File: config.mk
export PLATFORM = sky130hd
export DESIGN_NAME = serializer_pmode
export DESIGN_NICKNAME = d
export VERILOG_FILES = /design/src/rtl/serializer_pmode.sv
export SDC_FILE = /design/constraint.sdc
export NUM_CORES = 1
export LEC_CHECK = 0
export CAP_MARGIN = 10
export CORE_MARGIN = 2
export CORE_UTILIZATION = 35
export CTS_CLUSTER_DIAMETER = 50
export CTS_CLUSTER_SIZE = 8
export DETAILED_ROUTE_END_ITERATION = 6
export GPL_ROUTABILITY_DRIVEN = 0
export PLACE_DENSITY_LB_ADDON = 0.3
export SYNTH_ARGS = -nofsm -noshare
export SYNTH_HDL_FRONTEND = slang
export SYNTH_SLANG_ARGS = --single-unit
export TNS_END_PERCENT = 20
File: constraint.sdc
create_clock -name clk_i -period 6.8 [get_ports clk_i]
set_input_delay 1.36 -clock clk_i [delete_from_list [all_inputs] [get_ports clk_i]]
set_output_delay 1.36 -clock clk_i [all_outputs]
set_load 0.01 [all_outputs]
File: src/rtl/serializer_pmode.sv
// Parallel-to-serial converter: DataWidth-bit words out over Lanes lines, Beats per word,
// each beat held ClkDiv cycles, with a one-entry hold register for gapless back-to-back words.
module serializer_pmode #(
  parameter int DataWidth = 8,
  parameter int Lanes     = 1,
  parameter int ClkDiv    = 1
) (
  input  logic                 clk_i,
  input  logic                 rst_i,
  input  logic                 start_i,
  input  logic [DataWidth-1:0] data_i,
  input  logic                 lsb_first_i,
  output logic                 ready_o,
  output logic                 busy_o,
  output logic [Lanes-1:0]     data_o,
  output logic                 ena_o,
  output logic                 done_o
);

  localparam int Beats = DataWidth / Lanes;
  localparam int BeatW = (Beats > 1) ? $clog2(Beats) : 1;
  localparam int DivW  = (ClkDiv > 1) ? $clog2(ClkDiv) : 1;

  localparam logic [BeatW-1:0] BeatLast = BeatW'(Beats - 1);
  localparam logic [BeatW-1:0] BeatOne  = BeatW'(1);
  localparam logic [DivW-1:0]  DivLast  = DivW'(ClkDiv - 1);
  localparam logic [DivW-1:0]  DivOne   = DivW'(1);

  localparam logic [0:0] StIdle  = 1'b0;
  localparam logic [0:0] StShift = 1'b1;

  logic [0:0]           state_q, state_d;
  logic [DataWidth-1:0] word_q, word_d;
  logic                 lsb_q, lsb_d;
  logic [BeatW-1:0]     beat_q, beat_d;
  logic [DivW-1:0]      div_q, div_d;
  logic [DataWidth-1:0] hold_q, hold_d;
  logic                 hold_lsb_q, hold_lsb_d;
  logic                 hold_full_q, hold_full_d;
  logic                 ready_q, ready_d;
  logic                 busy_q, busy_d;
  logic [Lanes-1:0]     data_q, data_d;
  logic                 ena_q, ena_d;
  logic                 done_q, done_d;

  logic accept;
  logic last_cycle;
  logic hold_move;

  // Beat k of a word: shifting brings the wanted slice to the top (MSB-first) or bottom (LSB-first).
  function automatic logic [Lanes-1:0] beat_of(input logic [DataWidth-1:0] w,
                                               input logic lsb,
                                               input logic [BeatW-1:0] k);
    logic [DataWidth-1:0] sr;
    logic [DataWidth-1:0] sl;
    sr = w >> (k * Lanes);
    sl = w << (k * Lanes);
    return lsb ? sr[Lanes-1:0] : sl[DataWidth-1 -: Lanes];
  endfunction

  always_comb begin
    state_d     = state_q;
    word_d      = word_q;
    lsb_d       = lsb_q;
    beat_d      = beat_q;
    div_d       = div_q;
    hold_d      = hold_q;
    hold_lsb_d  = hold_lsb_q;
    hold_full_d = hold_full_q;
    hold_move   = 1'b0;

    accept     = start_i & ready_q;
    last_cycle = (state_q == StShift) && (beat_q == BeatLast) && (div_q == DivLast);

    case (state_q)
      StIdle: begin
        if (accept) begin
          state_d = StShift;
          word_d  = data_i;
          lsb_d   = lsb_first_i;
          beat_d  = '0;
          div_d   = '0;
        end
      end
      default: begin
        if (div_q == DivLast) begin
          div_d = '0;
          if (beat_q == BeatLast) begin
            beat_d = '0;
            if (hold_full_q) begin
              word_d      = hold_q;
              lsb_d       = hold_lsb_q;
              hold_full_d = 1'b0;
              hold_move   = 1'b1;
            end else if (accept) begin
              word_d = data_i;
              lsb_d  = lsb_first_i;
            end else begin
              state_d = StIdle;
            end
          end else begin
            beat_d = beat_q + BeatOne;
          end
        end else begin
          div_d = div_q + DivOne;
        end
        // On the final cycle an accepted word bypasses the hold register.
        if (accept && !last_cycle) begin
          hold_d      = data_i;
          hold_lsb_d  = lsb_first_i;
          hold_full_d = 1'b1;
        end
      end
    endcase

    // Outputs are registered from next-state values so they line up with the beat in flight.
    busy_d  = (state_d == StShift);
    ena_d   = (state_d == StShift);
    data_d  = (state_d == StShift) ? beat_of(word_d, lsb_d, beat_d) : '0;
    done_d  = (state_d == StShift) && (beat_d == BeatLast) && (div_d == DivLast);
    ready_d = !(hold_full_d || hold_move);
  end

  always_ff @(posedge clk_i) begin
    if (!rst_i) begin
      state_q     <= StIdle;
      word_q      <= '0;
      lsb_q       <= 1'b0;
      beat_q      <= '0;
      div_q       <= '0;
      hold_q      <= '0;
      hold_lsb_q  <= 1'b0;
      hold_full_q <= 1'b0;
      ready_q     <= 1'b1;
      busy_q      <= 1'b0;
      data_q      <= '0;
      ena_q       <= 1'b0;
      done_q      <= 1'b0;
    end else begin
      state_q     <= state_d;
      word_q      <= word_d;
      lsb_q       <= lsb_d;
      beat_q      <= beat_d;
      div_q       <= div_d;
      hold_q      <= hold_d;
      hold_lsb_q  <= hold_lsb_d;
      hold_full_q <= hold_full_d;
      ready_q     <= ready_d;
      busy_q      <= busy_d;
      data_q      <= data_d;
      ena_q       <= ena_d;
      done_q      <= done_d;
    end
  end

  assign ready_o = ready_q;
  assign busy_o  = busy_q;
  assign data_o  = data_q;
  assign ena_o   = ena_q;
  assign done_o  = done_q;

endmodule
Word level (Yosys, flattened, before mapping)
Cells that the tools add are included.
{ "classes": {"n_addsub": 2, "eq_ne": 2, "shift": 2, "n_mux": 31, "bitwise_logic": 3, "n_reduce_logical": 10} }
{ "op_table": {"columns": ["cell", "n"], "rows": [
  ["$mux W8", 5],
  ["$mux W1", 22],
  ["$mux W3", 4],
  ["$shl A8 B3 Y8", 1],
  ["$shr A8 B3 Y1", 1],
  ["$eq A3 B3 Y1 const B", 2],
  ["$logic_and A1 B1 Y1", 5],
  ["$reduce_and A2 Y1", 2],
  ["$add A3 B1 Y3 const B", 1],
  ["$logic_not A1 Y1", 2],
  ["$not A1 Y1", 2],
  ["$add A1 B1 Y1 const B", 1],
  ["$and A1 B1 Y1", 1],
  ["$logic_or A1 B1 Y1", 1]
]} }
{ "totals": {"reg_bits": 27, "input_bits": 12, "out_inout_bits": 5, "word_cells": 61} }

Logic depth before layout (Yosys ltp)
{ "logic_depth": {"word_depth": 9, "ltp_mapped": 9, "depth_no_buf": 8} }

Worst setup path before layout
Ideal clock, no wire load.
{ "synth_path": {"path_type": "input port to flip-flop", "from": "input port start_i", "to": "register data_q, in the netlist data_o", "setup_time_ns": 0.122, "t_arrival_ns": 2.742, "required_ns": 6.678, "path_slack_ns": 3.936, "path_stages": 8, "n_path_buf": 2, "path_cell_list": "buf_2 -> nand2_2 -> clkbuf_1 -> a221oi_2 -> mux2i_1 -> nand4_1 -> o41ai_1 -> o311a_1"} }
{ "synth_via": {"elab_chain_cells": 8, "word_cells_on_any_way": 22, "cone_classes": "2 x shift; 18 x mux; 1 x bitwise; 1 x reduce/logical"} }
{ "synth_rtl": {"columns": ["item", "line_no", "rtl"], "rows": [
  ["start: declaration", "10", "input logic start_i,"],
  ["$and A1 B1 Y1 (*)", "72", "accept = start_i & ready_q;"],
  ["$mux W8", "77, 95", null],
  ["$mux W8", "90", "if (hold_full_q) begin"],
  ["$mux W8", "88", "if (beat_q == BeatLast) begin"],
  ["$mux W8", "86", "if (div_q == DivLast) begin"],
  ["$mux W8", "75", "case (state_q)"],
  ["$shl A8 B3 Y8 / $shr A8 B3 Y1 (equally long branches)", "57, 56", null],
  ["$mux W1", "58", "return lsb ? sr[Lanes-1:0] : sl[DataWidth-1 -: Lanes];"],
  ["end signal: assignment", "150", "data_q <= data_d;"],
  ["end: declaration", "42", "logic [Lanes-1:0] data_q, data_d;"]
]} }
Mark *: on every way between the ends. The rest lies on a longest branch, timed or not.
A chain may end at the register's enable or synchronous reset.

Worst setup path in the final report
Same ends and word-level chain as after synthesis.

==> impl_metrics.csv <==
group,metric,value,unit
run_status,run_status,"completed",
die,fp.dieW,71.1,µm
cells_and_area,nFillCells,410,
cells_and_area,final_common_cell,"sky130_fd_sc_hd__dfxtp_1",
setup_path,crit_path_cell_trace,"clkdlybuf4s50_1 > nand2_2 > a22o_1 > mux2_1 > nand2_1 > a31o_1 > o311a_1",
worst_hold_path,holdCritPathClass,"reg2reg",
setup_path,critical-path-slowest-cell,"sky130_fd_sc_hd__clkdlybuf4s50_1",
clocking,root_buffer,"sky130_fd_sc_hd__clkbuf_8",
synthesis,yosysTopAreaCellShare,0.343,
sta,worst_clock_skew,0.00463,ns
global_routing,global_route_wire_length_before_repair,6.54,mm
synthesis,synth_seq_area_share,0.343,
synthesis,netlist_area,0.00158,mm²
setup_path,cp-start-kind,"input pin",
route,finalWirelength,3.91,mm
cells_and_area,final_util,0.413,
cells_and_area,final_layout_size_suffix_gt1_frac,0.0847,
cells_and_area,instances_no_fill,229,
synthesis,synth_top_cells_by_area,"sky130_fd_sc_hd__dfxtp_1, sky130_fd_sc_hd__mux2i_1, sky130_fd_sc_hd__a221oi_2",
synthesis,synthXorXnorAreaFrac,0.0111,
synthesis,syn_area_per_cell,9.34,µm²
route,antenna_left,0,
sta,final_period_utilization,0.499,
setup_path,critical_path_depth,7,
synthesis,synth.net_count,183,
synthesis,synth_compound_gate_area_share,0.224,
clocking,cts-resized-gates,0,
sta,timing.final.crit_period,3.40,ns
synthesis,post_synthesis_cell_count,169,
setup_path,cp-end-kind,"register",
die,std_cell_rows,24,
setup_path,worst_ep_required_time,6.97,ns
sta,final_setup_violation_count,0,
clocking,clock_latency,0.27,ns
setup_path,worst-r2r-setup-slack,4.09,ns
setup_path,top_fanout_value_on_the_critical_path,16,
route,route.vias.total,1366,
setup_path,setup.worst_path.class,"in2reg",
synthesis,synthDominantAreaCellType,"sky130_fd_sc_hd__dfxtp_1",
power_and_ir_drop,leakagePower,0.654,nW
global_routing,grtUsageTotal,0.160,
synthesis,post_synth_mux_area_share,0.151,
route,dr.pass1.iters,4,
placement,placed_cells_incl_taps,225,
die,die-area,0.00506,mm²
cells_and_area,final_net_count,192,
setup_path,worst-r2r-cell-count,8,
synthesis,yosysWarnings,0,
setup_path,critical_path.startpoint,"start_i",
setup_path,worst_ep_arrival_time,3.56,ns
global_routing,number_of_global_route_vias_before_repair,1343,
setup_path,r2r_end,"data_o",
synthesis,synthAdderAreaFrac,0.0159,
clocking,post-cts-setup-buffers,0,
synthesis,ys_ff_latch,27,
route,drt_first_iter_violations,84,
setup_path,buffers_and_inverters_on_the_worst_path,1,
sta,maxSlewHeadroom,0.329,
clocking,cts_hold_buf,0,
setup_path,critical_path.endpoint,"data_o",
global_routing,aggregate_global_routing_overflow,0,
clocking,cts-root-to-sink-buffers,2,
die,start_util,0.362,
die,core_region_area,0.00435,mm²
synthesis,synth_cell_types,46,
cells_and_area,synthesis_to_layout_area_growth,13.9,%
clocking,clk_pin_slew_worst_paths,0.09,ns
sta,max_slew_vio_count,0,
cells_and_area,diodes_inserted,0,
clocking,tritoncts,"built",
power_and_ir_drop,power_density,198,mW/mm²
run,max_cap_viol_count,0,
sta,tightestPinTransition,1.00,ns
cells_and_area,layout_common_cells,"sky130_fd_sc_hd__dfxtp_1, sky130_fd_sc_hd__mux2i_1, sky130_fd_sc_hd__nor2_1, sky130_fd_sc_hd__clkdlybuf4s50_1",
placement,place_hpwl,2.75,mm
sta,fin_setup_tns,0,ns
sta,rsz0062_at_grt,"false",
setup_path,critical-path-top-delay-family,"compound AO/OA/AOI/OAI gates",
setup_path,slowest_delay,0.64,ns
route,route.detailed.drc,0,
sta,timing.final.ws_setup,3.40,ns
sta,max_clk_rate,0.295,GHz
route,wl_per_cell,17.1,µm
die,dieHeight,71.1,µm
setup_path,r2r-start,"beat_q[0]",
synthesis,synth_simple_gate_area_share,0.206,
clocking,cts.htree.levels,1,
sta,final-hold-violation-count,0,
synthesis,synth_top_family_by_area,"compound AO/OA/AOI/OAI gates",
global_routing,antenna_violations_before_repair,0,
placement,dpl_worst_slack,3.14,ns
power_and_ir_drop,ir_worst_vdd,0.0000794,V
die,num_io_pins,17,
clocking,number_of_buffers_created_by_cts,3,
route,detail_route.vias_per_cell,5.97,
placement,port_buffers,16,
global_routing,grt_max_degree,35,
clocking,cts_sinks,27,
-- power by group --
part | switching (mW) | internal [mW] | leakage (nW)
combinational | 0.0465 | 0.0403 | 0.410
clock | 0.0500 | 0.0420 | 0.0228
sequential | 0.00815 | 0.168 | 0.221
-- how the worst min path moves through the flow --
stage                           from         end  cells past startpoint
after floorplan           hold_lsb_q  hold_lsb_q                      2
after global placement     hold_q[5]   hold_q[5]                      2
after detailed placement   hold_q[0]   hold_q[0]                      2
after CTS                  hold_q[0]   hold_q[0]                      2
after global routing       hold_q[0]   hold_q[0]                      2
final                      hold_q[0]   hold_q[0]                      2
-- layer usage --
metal | track usage | wire length, µm
met3 | 0.0228 | 166
met5 | 0 | 0
met2 | 0.262 | 1880
met1 | 0.216 | 1830
met4 | 0.0503 | 34
-- state kept, by name, summed over array words and instances, names as in the netlist --
register / flops
hold_q: 8
word_q: 8
beat_q: 3
data_o: 1
div_q: 1
done_o: 1
ena_o: 1
hold_full_q: 1
hold_lsb_q: 1
lsb_q: 1
ready_o: 1
-- cell families (layout without fill, tap and decap cells) --
logic type      Yosys count  count (layout)
mux                      22              22
xor+xnor                  2               2
simple gates             56              56
compound gates           44              44
buf+inv                  16              24
fa+ha+maj                 2               2
flops                    27              27
-- worst register-to-register path: cells and delay by family (launching register included) --
kind | cells | cell delay, ns
muxes | 1 | 0.14
AOI/OAI and AO/OA | 3 | 0.86
and+or+nand+nor | 2 | 0.68
DFF | 1 | 0.43
adders and majority gates | 2 | 0.50
-- layout make-up --
type | count | area, µm² | share of cell area
multi-input cells | 126 | 963 | 0.536
flip-flops and latches | 27 | 541 | 0.301
repair buffers | 18 | 175 | 0.0975
well taps | 52 | 65.1 | 0.0362
clock buffers | 4 | 45.0 | 0.0251
inverters | 2 | 7.51 | 0.00418
-- cells in the mapped netlist, drive strengths merged --
| cell | instances |
|---|---|
| xor2 | 1 |
| nor2 | 16 |
| o41ai | 1 |
| o2111ai | 1 |
| a32oi | 2 |
| or3b | 1 |
| and3 | 7 |
| nor3 | 1 |
| a31oi | 1 |
| nand2b | 2 |
| a21oi | 3 |
| a22o | 2 |
| inv | 2 |
| a221oi | 8 |
| a22oi | 6 |
| a31o | 1 |
| nand4bb | 4 |
| nand4 | 2 |
| buf | 9 |
| mux2 | 4 |
| o21ai | 9 |
| a21boi | 1 |
| a211oi | 7 |
| mux4 | 1 |
| clkbuf | 5 |
| or4bb | 2 |
| nor2b | 6 |
| dfxtp | 27 |
| xnor2 | 1 |
| nand3 | 4 |
| o211a | 1 |
| nand2 | 6 |
| and2 | 4 |
| mux2i | 17 |
| ha | 2 |
| nand3b | 1 |
| o311a | 1 |
-- through the flow --
step	area, µm²	total power, mW	hold slack (ns)
final	1800	0.355	0.497
after global routing	1800	0.373	0.527
after CTS	1800	0.357	0.506
after detailed placement	1750	0.266	0.484
after global placement	1750	0.263	0.472
after floorplan	1580	0.240	0.451
No activity file was read; power rests on OpenSTA's default activity.
